<file path="config.mk">
export PLATFORM = sky130hd
export DESIGN_NAME = clock_base_top
export DESIGN_NICKNAME = d
export VERILOG_FILES = /design/src/rtl/clock_base_top.sv
export SDC_FILE = /design/constraint.sdc
export NUM_CORES = 1
export LEC_CHECK = 0
export BUFFER_PORTS_ARGS = -buffer_cell sky130_fd_sc_hd__buf_2
export CORE_MARGIN = 2
export CORE_UTILIZATION = 40
export CTS_BUF_LIST = sky130_fd_sc_hd__clkbuf_8
export CTS_CLUSTER_DIAMETER = 40
export CTS_CLUSTER_SIZE = 25
export DETAILED_ROUTE_END_ITERATION = 6
export SLEW_MARGIN = 20
export SYNTH_ARGS = -nofsm -noshare
export SYNTH_HDL_FRONTEND = slang
export SYNTH_SLANG_ARGS = --single-unit
</file>
<file path="constraint.sdc">
create_clock -name CLK -period 5.2 [get_ports CLK]
set_input_delay 1.56 -clock CLK [delete_from_list [all_inputs] [get_ports CLK]]
set_output_delay 1.56 -clock CLK [all_outputs]
set_load 0.05 [all_outputs]
</file>
<file path="src/rtl/clock_base_top.sv">
// UART (8N1) receiver + flag/length frame parser driving the board LEDs from a DEPTH-stage payload shift register.
// Latency: LEDs update 2 cycles after the byte's mid-stop sample; backpressure: none, the serial line cannot be stalled.
module clock_base_top #(
  parameter int         CLKS_PER_BIT = 1736,
  parameter logic [7:0] FLAG         = 8'h7E,
  parameter int         DEPTH        = 8
) (
  input  logic       CLK,
  input  logic       reset,
  input  logic       sw,
  input  logic       ct_UartRx,
  output logic [7:0] ct_Led
);

  localparam int CW = $clog2(CLKS_PER_BIT);
  localparam logic [CW-1:0] HALF_M1 = CW'(CLKS_PER_BIT / 2 - 1);
  localparam logic [CW-1:0] BIT_M1  = CW'(CLKS_PER_BIT - 1);

  typedef enum logic [1:0] {IDLE, START, DATA, STOP} rx_state_t;
  typedef enum logic [1:0] {HUNT, LEN, PAYLOAD}      parse_state_t;

  rx_state_t    rx_state;
  parse_state_t parse_state;

  logic          rx_meta;
  logic          rx_sync;
  logic [CW-1:0] clk_cnt;
  logic [2:0]    bit_cnt;
  logic [7:0]    rx_shift;
  logic          stop_err;
  logic          rx_valid;
  logic [7:0]    rx_byte;

  logic [7:0]    remaining;
  logic [7:0]    stage [DEPTH];
  logic [7:0]    raw_byte;
  logic [7:0]    frame_byte;

  // Receiver: every sample point is a multiple of CLKS_PER_BIT after the mid-start sample.
  always_ff @(posedge CLK) begin
    if (reset) begin
      rx_meta  <= 1'b1;
      rx_sync  <= 1'b1;
      rx_state <= IDLE;
      clk_cnt  <= '0;
      bit_cnt  <= '0;
      rx_shift <= '0;
      stop_err <= 1'b0;
      rx_valid <= 1'b0;
      rx_byte  <= '0;
    end else begin
      rx_meta  <= ct_UartRx;
      rx_sync  <= rx_meta;
      rx_valid <= 1'b0;
      case (rx_state)
        IDLE: begin
          if (!rx_sync) begin
            rx_state <= START;
            clk_cnt  <= '0;
          end
        end
        START: begin
          if (clk_cnt == HALF_M1) begin
            clk_cnt  <= '0;
            bit_cnt  <= '0;
            rx_state <= rx_sync ? IDLE : DATA;
          end else begin
            clk_cnt <= clk_cnt + CW'(1);
          end
        end
        DATA: begin
          if (clk_cnt == BIT_M1) begin
            clk_cnt  <= '0;
            rx_shift <= {rx_sync, rx_shift[7:1]};
            bit_cnt  <= bit_cnt + 3'd1;
            if (bit_cnt == 3'd7) rx_state <= STOP;
          end else begin
            clk_cnt <= clk_cnt + CW'(1);
          end
        end
        STOP: begin
          // A low stop bit drops the byte and holds off until the line returns high.
          if (stop_err) begin
            if (rx_sync) begin
              stop_err <= 1'b0;
              rx_state <= IDLE;
            end
          end else if (clk_cnt == BIT_M1) begin
            clk_cnt <= '0;
            if (rx_sync) begin
              rx_valid <= 1'b1;
              rx_byte  <= rx_shift;
              rx_state <= IDLE;
            end else begin
              stop_err <= 1'b1;
            end
          end else begin
            clk_cnt <= clk_cnt + CW'(1);
          end
        end
        default: rx_state <= IDLE;
      endcase
    end
  end

  always_ff @(posedge CLK) begin
    if (reset) begin
      parse_state <= HUNT;
      remaining   <= '0;
      raw_byte    <= '0;
      frame_byte  <= '0;
      for (int i = 0; i < DEPTH; i++) stage[i] <= '0;
    end else if (rx_valid) begin
      raw_byte <= rx_byte;
      case (parse_state)
        HUNT: begin
          if (rx_byte == FLAG) parse_state <= LEN;
        end
        LEN: begin
          // The length byte is never a flag, so 0x7E here means 126.
          remaining   <= rx_byte;
          parse_state <= (rx_byte == 8'd0) ? HUNT : PAYLOAD;
        end
        PAYLOAD: begin
          stage[0] <= rx_byte;
          for (int i = 1; i < DEPTH; i++) stage[i] <= stage[i-1];
          remaining <= remaining - 8'd1;
          if (remaining == 8'd1) begin
            frame_byte  <= rx_byte;
            parse_state <= HUNT;
          end
        end
        default: parse_state <= HUNT;
      endcase
    end
  end

  always_ff @(posedge CLK) begin
    if (reset) ct_Led <= 8'h00;
    else       ct_Led <= sw ? raw_byte : frame_byte;
  end

endmodule

</file>
# Word level (Yosys, flattened, before mapping)
# Cells that the tools add are included.
# Widths: inputs -> output; s select.
dict set report op_classes {
  add_sub_neg 3
  n_eq_ne 18
  n_mux 27
  bitwise_logic 3
  reduce_logical 14
}
# operator count
set op_table {}
lappend op_table {{$mux 11} 4}
lappend op_table {{$pmux 11 s4} 1}
lappend op_table {{$mux 2} 11}
lappend op_table {{$pmux 8 s2} 1}
lappend op_table {{$ne 2x2->1 const B} 7}
lappend op_table {{$add 11x1->11 const B} 1}
lappend op_table {{$eq 11x10->1 const B} 1}
lappend op_table {{$eq 11x11->1 const B} 1}
lappend op_table {{$reduce_and 3->1} 3}
lappend op_table {{$eq 8x1->1 const B} 1}
lappend op_table {{$eq 8x7->1 const B} 1}
lappend op_table {{$logic_not 8->1} 1}
lappend op_table {{$mux 8} 1}
lappend op_table {{$pmux 2 s4} 1}
lappend op_table {{$sub 8x1->8 const B} 1}
lappend op_table {{$eq 2x2->1 const B} 3}
lappend op_table {{$mux 3} 2}
lappend op_table {{$pmux 2 s3} 1}
lappend op_table {{$pmux 3 s2} 1}
lappend op_table {{$reduce_and 2->1} 3}
lappend op_table {{$reduce_and 5->1} 1}
lappend op_table {{$eq 2x1->1 const B} 2}
lappend op_table {{$logic_not 2->1} 2}
lappend op_table {{$mux 1} 4}
lappend op_table {{other kinds (7)} 10}
dict set report word_totals {
  reg_bits 70
  inputBits 4
  word_cells 79
}

# Longest topological paths before layout
dict set report logic_depth {
  ltp_word 4
  mapped_depth 7
  mapped_depth_nobuf 7
}

# Worst setup path before layout
# No wires, ideal clock.
dict set report synth_timing {
  path_type {input to register}
  startpoint {in reset}
  endpoint {reg clk_cnt[9]}
  setup_ps 74
  t_arrival_ps 2478
  slack_ps 2647
  stages 4
  path_buffers 0
  path_cell_list {or2_2 > o32ai_2 > a21bo_2 > a31oi_1}
}
# item line_no
set synth_rtl {}
lappend synth_rtl {{from (decl)} 9} ;# input logic reset,
lappend synth_rtl {{to (signal assigned)} 68} ;# clk_cnt <= clk_cnt + CW'(1);
lappend synth_rtl {{to (signal assigned)} 78} ;# clk_cnt <= clk_cnt + CW'(1);
lappend synth_rtl {{to (signal assigned)} 98} ;# clk_cnt <= clk_cnt + CW'(1);
lappend synth_rtl {{to (decl)} 27} ;# logic [CW-1:0] clk_cnt;

==> flow_summary.toml <==
[power_and_ir_drop]
p_int_w = 0.000772
power_frac_seq = 0.530
p_per_area_mw_per_mm2 = 292
irDropWorstVdd_mv = 0.169
power_frac_comb = 0.022
power_leakage_nw = 1.21
power.share.clock = 0.449
p_sw_frac = 0.243
power.switching_w = 0.000247

[floorplan]
initial_core_util = 0.412
dieWidth_um = 93.0
io_pins = 12
core-area_mm2 = 0.00769
rows = 32
fp.dieArea_mm2 = 0.00865
die_y_um = 93.0

[worst_setup_path]
critPathTopFamily = "compound AO/OA/AOI/OAI gates"
cp.arrival_ns = 2.87
path_cells = "buf_2, or2_2, o32ai_2, a21bo_2, a31oi_1"
worstPathMaxFanout = 22
cp_data_required_time_ns = 5.48
cp_num_buf_inv = 1
crit_path_start_kind = "input pin"
critPathSlowestCell = "or2_2"
worstSetupPathType = "in -> reg"
endpoint_kind = "flop"
cp_slowest_stage_delay_ns = 0.35

[timing]
timing.final.crit_share = 0.498
fin_ws_ns = 2.61
setup_viol = 0
hold_slack_ns = 0.418
min_period_ns = 2.59
finalSetupTns_ns = 0
worst_slew_pin_slew_ns = 0.802
clock.fmax_ghz = 0.386
slew_violations = 0
fin_worst_skew_ns = 0.0149
final_hold_viol_count = 0
relSlewSlack = 0.464
rsz0062_at_grt = "no"

[global_routing]
grt_max_degree = 46
grt.total_usage = 0.156
grt_overflow = 0
grt_pass1_vias = 2220
grt_pass1_wl_um = 10900
antenna_found_initial = 0

[synth]
netlist_area_mm2 = 0.00317
ys_ff_latch = 70
syn-num-nets = 361
synth_area_per_cell_um2 = 9.08
syn_inst = 349
synth_cell_types = 51
yosysSeqAreaShare = 0.442
synth_edf_count = 0
async_flop_share = 0
ys_warn_count = 0
ys.flop_type = "dfxtp_1"

[layout]
fin_util = 0.454
final_cell_mix = "70 x dfxtp_1, 55 x nor2_1, 41 x mux2i_1"
area_growth_pct = 10.2
n_antenna_cell = 0
final_common_cell = "dfxtp_1"
design_area_mm2 = 0.00349
layout.nets = 368
layout-drive-gt1-share = 0.122

[cts]
cts-root-buf = "clkbuf_8"
cts_sinks = 70
clk_path_buf_depth = 2
holdBufCountCts = 0
clock_latency_ns = 0.34
clkTransAtPathRegs_ns = 0.09
cts_setup_buffers = 0
cts_buffers = 9
cts.htree.levels = 3
cts_tree = "yes"
cts_resized = 0

[route]
num_vias = 2429
drcViolationCount = 0
wl_um = 6280
first_iter_violations = 123
via_per_inst = 5.25
ant_nets = 0
drt_first_pass_iters = 4
wl_per_cell_um = 13.6

[worst_hold_path]
hp-class = "reg -> reg"

[place]
gp_congestion = 0.865
place_area_mm2 = 0.00329
dpl.hpwl_um = 4210
io_buffers = 11
preCtsSetupSlack_ns = 2.25

[outcome]
status = "finished, final reports clean"

[job]
max-cap-violations = 0
-- power by group through the flow --
stage / Sequential (W) / Combinational [W] / Clock [W]
after floorplan: 0.000551 / 0.0000179 / 0
after global placement: 0.000552 / 0.0000217 / 0
after detailed placement: 0.000552 / 0.0000222 / 0
after CTS: 0.000540 / 0.0000223 / 0.000469
after global routing: 0.000540 / 0.0000250 / 0.000487
final: 0.000540 / 0.0000220 / 0.000457
-- worst reg2reg max path: cells and delay by family, from the launching register on --
kind | cells | cell delay (ns)
simple gates | 4 | 1.15
flops | 1 | 0.43
fa+ha+maj | 1 | 0.34
mux | 1 | 0.25
-- state kept, by name (all words and copies together), names as in the netlist, named ones only --
| name | flops |
|---|---|
| remaining | 8 |
| rx_valid | 1 |
| clk_cnt | 11 |
| rx_shift | 8 |
| rx_sync | 1 |
| rx_state | 1 |
| rx_meta | 1 |
| stop_err | 1 |
| raw_byte | 8 |
| bit_cnt | 3 |
| ct_Led | 8 |
| parse_state | 2 |
| rx_byte | 8 |
| frame_byte | 8 |
-- metal layers --
metal,vias up,part of all wire,GRT usage
li1,1244,-,-
met1,1134,0.54,0.231
met2,41,0.41,0.219
met3,10,0.034,0.0379
met4,0,0.017,0.0576
met5,-,0,0
-- area by class of cell --
cell class                 count  area [µm²]
inverter                      10        37.5
tap                          102         128
clock buffer                   9         124
clock inverter                 7        80.1
fill                         793        4200
timing repair buffer          13        70.1
sequential                    70        1400
multi-input combinational    252        1650
-- Yosys cell counts, drive strengths merged, types with 2 or more instances --
| cell type | number | area [µm²] |
|---|---|---|
| nor4 | 6 | 52.6 |
| a311oi | 2 | 17.5 |
| and3 | 3 | 18.8 |
| or2 | 7 | 43.8 |
| and4 | 2 | 17.5 |
| nand2 | 27 | 101 |
| or4 | 2 | 18.8 |
| inv | 10 | 37.5 |
| mux2i | 41 | 410 |
| o22ai | 4 | 25.0 |
| clkbuf | 11 | 41.3 |
| o2111ai | 2 | 17.5 |
| buf | 6 | 38.8 |
| nand2b | 6 | 37.5 |
| or3 | 3 | 18.8 |
| xnor2 | 2 | 17.5 |
| a31oi | 9 | 56.3 |
| a41oi | 2 | 17.5 |
| a211oi | 2 | 15.0 |
| dfxtp | 70 | 1400 |
| nor2 | 55 | 206 |
| nor3 | 7 | 46.3 |
| a21oi | 18 | 93.8 |
| o32ai | 2 | 32.5 |
| xor2 | 2 | 17.5 |
| o21ai | 12 | 60.1 |
| nand3 | 9 | 45.0 |
| nor2b | 4 | 25.0 |
| ha | 8 | 100 |
-- cells by family (layout without fill, tap and decap cells) --
group                      count (synthesis)  after routing  share of synthesized area
and+or+nand+nor                          139            139                      0.223
muxes                                     41             41                      0.130
xor gates and xnor gates                   4              4                     0.0111
DFF                                       70             70                      0.442
AOI/OAI and AO/OA                         60             60                      0.126
buffers and inverters                     27             39                     0.0371
adders and majority gates                  8              8                     0.0316
-- metrics by stage --
stage | power (W) | std cells
4_1_cts | 0.00103 | 463
2_1_floorplan | 0.000569 | 349
3_3_place_gp | 0.000574 | 447
5_1_grt | 0.00105 | 463
3_5_place_dp | 0.000574 | 447
6_report | 0.00102 | 463
-- worst paths after layout --
path                            slack [ns]  cells past startpoint     endpoint        from
worst max-delay path                  2.61                      5   clk_cnt[9]       reset
worst min register to register        0.42                      1      rx_sync     rx_meta
worst max register to register        2.92                      6  rx_shift[0]  clk_cnt[0]
worst min-delay path                  0.42                      1      rx_sync     rx_meta
(Power assumes the default switching activity.)
